--- src/rtl/md_pkg.sv ---
// Shared definitions for the multiply/divide unit: op encodings, FSM states
// and the default datapath width.
package md_pkg;

  localparam int MD_DATA_W = 32;

  localparam logic [2:0] MD_OP_MULT  = 3'd0;
  localparam logic [2:0] MD_OP_MULTU = 3'd1;
  localparam logic [2:0] MD_OP_DIV   = 3'd2;
  localparam logic [2:0] MD_OP_DIVU  = 3'd3;
  localparam logic [2:0] MD_OP_MTHI  = 3'd4;
  localparam logic [2:0] MD_OP_MTLO  = 3'd5;

  typedef enum logic [1:0] {
    IDLE,
    MUL,
    DIV,
    FIX
  } md_state_e;

endpackage

--- src/rtl/md_div_core.sv ---
// Unsigned iterative restoring divider, one quotient bit per cycle.
// ready_o is high when the core will hold a final result after the current edge.
module md_div_core #(
  parameter int DATA_W = 32
) (
  input  logic              clk_i,
  input  logic              reset_i,
  input  logic              start_i,
  input  logic [DATA_W-1:0] dividend_i,
  input  logic [DATA_W-1:0] divisor_i,
  input  logic              cancel_i,
  output logic [DATA_W-1:0] quotient_o,
  output logic [DATA_W-1:0] remainder_o,
  output logic              ready_o
);

  localparam int CNT_W = $clog2(DATA_W) + 1;

  logic [DATA_W-1:0] rem_q, rem_d;
  logic [DATA_W-1:0] quo_q, quo_d;
  logic [DATA_W-1:0] dvs_q, dvs_d;
  logic [CNT_W-1:0]  count_q, count_d;
  logic [DATA_W:0]   shifted;
  logic [DATA_W:0]   diff;

  // The quotient register doubles as the dividend shift register.
  always_comb begin
    rem_d   = rem_q;
    quo_d   = quo_q;
    dvs_d   = dvs_q;
    count_d = count_q;
    shifted = {rem_q, quo_q[DATA_W-1]};
    diff    = shifted - {1'b0, dvs_q};
    if (cancel_i) begin
      count_d = '0;
    end else if (start_i) begin
      rem_d   = '0;
      quo_d   = dividend_i;
      dvs_d   = divisor_i;
      count_d = CNT_W'(DATA_W);
    end else if (count_q != '0) begin
      rem_d   = diff[DATA_W] ? shifted[DATA_W-1:0] : diff[DATA_W-1:0];
      quo_d   = {quo_q[DATA_W-2:0], ~diff[DATA_W]};
      count_d = count_q - CNT_W'(1);
    end
  end

  always_ff @(posedge clk_i or posedge reset_i) begin
    if (reset_i) begin
      rem_q   <= '0;
      quo_q   <= '0;
      dvs_q   <= '0;
      count_q <= '0;
    end else begin
      rem_q   <= rem_d;
      quo_q   <= quo_d;
      dvs_q   <= dvs_d;
      count_q <= count_d;
    end
  end

  assign quotient_o  = quo_q;
  assign remainder_o = rem_q;
  assign ready_o     = (count_q <= CNT_W'(1));

endmodule

--- src/rtl/md_unit.sv ---
// Multiply/divide unit with HI/LO registers, valid/ready request and done pulse.
// Define MD_DIV_EARLY_TERM_EN to skip the iterations when |dividend| < |divisor|.
import md_pkg::*;

module md_unit #(
  parameter int DATA_W = MD_DATA_W
) (
  input  logic              clk_i,
  input  logic              reset_i,
  input  logic              req_valid_i,
  output logic              req_ready_o,
  input  logic [2:0]        req_op_i,
  input  logic [DATA_W-1:0] src1_i,
  input  logic [DATA_W-1:0] src2_i,
  input  logic              cancel_i,
  output logic              busy_o,
  output logic              done_o,
  output logic [DATA_W-1:0] hi_o,
  output logic [DATA_W-1:0] lo_o
);

  md_state_e state_q, state_d;
  logic [DATA_W-1:0] hi_q, hi_d, lo_q, lo_d;
  logic [DATA_W-1:0] opA_q, opA_d, opB_q, opB_d;
  logic opSigned_q, opSigned_d, early_q, early_d, done_q, done_d;

  logic accept, reqSigned, isDivReq, earlyTerm, divStart, divReady, s1, s2;
  logic [DATA_W-1:0] absA, absB, divQuo, divRem, quoFix, remFix;
  logic [2*DATA_W-1:0] mulA, mulB, product;

  assign accept    = req_valid_i && req_ready_o;
  assign reqSigned = (req_op_i == MD_OP_MULT) || (req_op_i == MD_OP_DIV);
  assign isDivReq  = (req_op_i == MD_OP_DIV) || (req_op_i == MD_OP_DIVU);
  assign absA      = (reqSigned && src1_i[DATA_W-1]) ? -src1_i : src1_i;
  assign absB      = (reqSigned && src2_i[DATA_W-1]) ? -src2_i : src2_i;

`ifdef MD_DIV_EARLY_TERM_EN
  assign earlyTerm = (src2_i != '0) && (absA < absB);
`else
  assign earlyTerm = 1'b0;
`endif

  assign divStart = accept && isDivReq && !earlyTerm;

  md_div_core #(.DATA_W(DATA_W)) u_div (
    .clk_i       (clk_i),
    .reset_i     (reset_i),
    .start_i     (divStart),
    .dividend_i  (absA),
    .divisor_i   (absB),
    .cancel_i    (cancel_i),
    .quotient_o  (divQuo),
    .remainder_o (divRem),
    .ready_o     (divReady)
  );

  // Sign-extending to 2*DATA_W lets one multiplier serve MULT and MULTU.
  assign mulA    = {{DATA_W{opSigned_q & opA_q[DATA_W-1]}}, opA_q};
  assign mulB    = {{DATA_W{opSigned_q & opB_q[DATA_W-1]}}, opB_q};
  assign product = mulA * mulB;

  assign s1     = opSigned_q & opA_q[DATA_W-1];
  assign s2     = opSigned_q & opB_q[DATA_W-1];
  assign quoFix = (s1 ^ s2) ? -divQuo : divQuo;
  assign remFix = s1 ? -divRem : divRem;

  always_comb begin
    state_d    = state_q;
    hi_d       = hi_q;
    lo_d       = lo_q;
    opA_d      = opA_q;
    opB_d      = opB_q;
    opSigned_d = opSigned_q;
    early_d    = early_q;
    done_d     = 1'b0;
    case (state_q)
      IDLE: begin
        if (accept) begin
          opA_d      = src1_i;
          opB_d      = src2_i;
          opSigned_d = reqSigned;
          early_d    = earlyTerm;
          case (req_op_i)
            MD_OP_MTHI: begin hi_d = src1_i; done_d = 1'b1; end
            MD_OP_MTLO: begin lo_d = src1_i; done_d = 1'b1; end
            MD_OP_MULT, MD_OP_MULTU: state_d = MUL;
            MD_OP_DIV, MD_OP_DIVU:   state_d = earlyTerm ? FIX : DIV;
            default: ;
          endcase
        end
      end
      MUL: begin
        state_d = IDLE;
        if (!cancel_i) begin
          {hi_d, lo_d} = product;
          done_d       = 1'b1;
        end
      end
      DIV: begin
        if (cancel_i)      state_d = IDLE;
        else if (divReady) state_d = FIX;
      end
      FIX: begin
        state_d = IDLE;
        if (!cancel_i) begin
          done_d = 1'b1;
          // Divide by zero reports the raw dividend, bypassing sign correction.
          if (opB_q == '0) begin
            lo_d = '1;
            hi_d = opA_q;
          end else if (early_q) begin
            lo_d = '0;
            hi_d = opA_q;
          end else begin
            lo_d = quoFix;
            hi_d = remFix;
          end
        end
      end
      default: state_d = IDLE;
    endcase
  end

  always_ff @(posedge clk_i or posedge reset_i) begin
    if (reset_i) begin
      state_q    <= IDLE;
      hi_q       <= '0;
      lo_q       <= '0;
      opA_q      <= '0;
      opB_q      <= '0;
      opSigned_q <= 1'b0;
      early_q    <= 1'b0;
      done_q     <= 1'b0;
    end else begin
      state_q    <= state_d;
      hi_q       <= hi_d;
      lo_q       <= lo_d;
      opA_q      <= opA_d;
      opB_q      <= opB_d;
      opSigned_q <= opSigned_d;
      early_q    <= early_d;
      done_q     <= done_d;
    end
  end

  assign req_ready_o = (state_q == IDLE) && !cancel_i;
  assign busy_o      = (state_q != IDLE);
  assign done_o      = done_q;
  assign hi_o        = hi_q;
  assign lo_o        = lo_q;

endmodule

--- config.mk ---
export PLATFORM = sky130hd
export DESIGN_NAME = md_unit
export DESIGN_NICKNAME = d
export VERILOG_FILES = /design/src/rtl/md_pkg.sv /design/src/rtl/md_div_core.sv /design/src/rtl/md_unit.sv
export SDC_FILE = /design/constraint.sdc
export NUM_CORES = 2
export LEC_CHECK = 0
export ABC_AREA = 1
export BUFFER_PORTS_ARGS = -buffer_cell sky130_fd_sc_hd__clkbuf_2
export CAP_MARGIN = 20
export CORE_ASPECT_RATIO = 1.4
export CORE_MARGIN = 2
export CORE_UTILIZATION = 45
export CTS_CLUSTER_SIZE = 8
export DETAILED_ROUTE_END_ITERATION = 10
export PLACE_DENSITY = 0.69
export SYNTH_ARGS = -nofsm -noshare
export SYNTH_HDL_FRONTEND = slang
export SYNTH_SLANG_ARGS = --single-unit
--- constraint.sdc ---
create_clock -name clk_i -period 20.3 [get_ports clk_i]
set_clock_uncertainty 0.05 [all_clocks]
set_input_delay 3.045 -clock clk_i [delete_from_list [all_inputs] [get_ports clk_i]]
set_output_delay 3.045 -clock clk_i [all_outputs]
set_load 0.05 [all_outputs]
==> metrics.cfg <==
[timing]
tightest_slew_ps=1090
finalCritPeriodShare_pct=43.0
fin_crit_ps=8720
tns_ps=0
rsz0062_at_grt=false
max_freq_mhz=115
hold_viol=0
relSlewSlack_pct=26.4
slew_violations=0
setup_viol=0

[yosys]
synth_edf_count=0
yosysSeqAreaShare_pct=10.4
synth_nets=9029
async_flop_share_pct=100
yosysTopAreaCell=fa_1
ys_ff_latch=234
synth_warnings=0
synth.area.top_cells=fa_1 40%, nand2_1 13%, inv_1 13%
syn_area_per_cell_um2=7.46
synthFlopType=dfrtp_1
ys_top_cells_by_count=1,950 x nand2_1, 1,934 x inv_1, 1,126 x fa_1
syn_inst=7582
synthMostInstantiatedCell=nand2_1
synth_cell_type_count=57
synth_area_um2=56500
synth_top_area_share_pct=39.9

[clock_network]
numCtsBuffers=35
clock_latency_ps=550
post-cts-setup-buffer-count=0
htreeDepth=2
hold_buffers=0
postCtsResizedCells=0
clkTransAtPathRegs_ps=60
cts_root_buf=clkbuf_16
cts.sinks=234
cts_tree=yes
clock_path_buffers=3

[worst_setup_path]
reg2reg_from=opA_q[31]
startpoint=opA_q[31]
cp.arrival_ps=9110
timing.critical_path.buf_inv=10
start_kind=flip-flop
r2r_end=hi_o[27]
crit_family=adder cells
rr_worst_depth=32
end_kind=flip-flop
worstSetupPathType=reg -> reg
cp_slowest_stage_delay_ps=890
crit_cells=32
cp.required_ps=20690
reg2reg_slack_ps=11580
endpoint=hi_o[27]
slowest_stage=fa_1
critPathMaxFanout=40

[die]
coreArea_um2=124000
fp.dieW_um=304
dieArea_um2=129000
start_util_pct=45.4
fp.dieH_um=423
io_pins=138
rows=153

[hold_path]
hp-class=reg -> reg
min_delay_path_depth=2
min_from=opB_q[20]

[route]
dr.pass1.iters=6
drc_errors=0
first_iter_violations=3450
routed_wl_mm=192
vias=48800
drtAntennaViolNets=0
wl_per_cell_um=21.0
routed_via_density=5.35

[global_routing]
antenna_found_initial=4
grt_use_total_pct=30.6
grt_pass1_vias=52200
grt_pass1_wl_mm=298
grt_start_max_net_pins=109
grt_overflow=0

[finish]
nets=8929
drive_gt1_share_pct=4.70
syn_to_final_growth_pct=5.07

[place]
gp_congestion=1.01
io_buffer_count=137
place_hpwl_mm=161

[run_status]
status=finished clean

[flow_run]
drv_cap=0

-- how the worst min path moves through the flow --
stage / to / slack [ps]
global placement: opB_q[14] / 420
CTS: u_div.dvs_q[12] / 440
detailed placement: opB_q[17] / 420
floorplan: u_div.dvs_q[10] / 400
global route: u_div.dvs_q[16] / 450
finish: opB_q[20] / 430
-- cells by family after synthesis --
group | share of synthesized area [%]
adders and majority gates | 45.4
and+or+nand+nor | 21.2
AOI/OAI and AO/OA | 6.30
DFF | 10.4
buffers and inverters | 15.6
xor gates and xnor gates | 1.07
-- flip-flops by register name, summed over array words and instances, names as in the netlist --
| signal | count |
|---|---|
| done_o | 1 |
| state_q | 2 |
| u_div.quotient_o | 32 |
| u_div.remainder_o | 32 |
| hi_o | 32 |
| u_div.count_q | 6 |
| lo_o | 32 |
| u_div.dvs_q | 32 |
| opSigned_q | 1 |
| opB_q | 32 |
| opA_q | 32 |
-- placed cells by master (no fill, tap or decap), types with 22 or more instances in the layout --
| cell | n |
|---|---|
| a21oi_1 | 232 |
| buf_4 | 84 |
| clkbuf_16 | 35 |
| clkbuf_2 | 137 |
| dfrtp_1 | 231 |
| fa_1 | 1126 |
| ha_1 | 250 |
| inv_1 | 1933 |
| nand2_1 | 1950 |
| nand3_1 | 317 |
| nand4_1 | 60 |
| nor2_1 | 486 |
| nor3_1 | 48 |
| o21ai_0 | 273 |
| o21ai_1 | 28 |
| o21bai_1 | 22 |
| or2_2 | 23 |
| xor2_1 | 55 |
-- tightest hold or removal path, stage by stage, from the launching register on --
cell     delay [ps]
dfrtp_1         340
nand2_1          50
o21ai_0          60
-- layer usage --
layer	vias to the layer above	wire, um	track usage (%)
met2	1828	99100	54.7
li1	21900	-	-
met5	-	21	0
met3	673	9210	2.41
met4	4	15400	20.4
met1	24400	68100	34.6
-- layout make-up --
type / instances / area (um^2)
diodes: 2 / 5.00
repair buffers: 222 / 1340
clock buffers: 41 / 928
multi-input cells: 5034 / 41900
inverters: 1955 / 7350
flip-flops and latches: 234 / 5860
clock inverters: 2 / 28.8
fillers: 12600 / 65000
well taps: 1627 / 2040
-- metrics by stage --
stage | std cells | setup WS, ps | cell area, um^2 | util (%) | hold slack (ps)
after CTS | 9114 | 11550 | 59400 | 47.7 | 439
after detailed placement | 9071 | 11590 | 58400 | 46.9 | 425
after global placement | 9071 | 11680 | 58400 | 46.9 | 416
final | 9117 | 11580 | 59400 | 47.7 | 433
after floorplan | 7582 | 10790 | 56500 | - | 403
after global routing | 9115 | 11060 | 59400 | 47.7 | 454
Power is not shown: default switching activity piles up to over one toggle a cycle in this logic, so the estimate is an artifact.
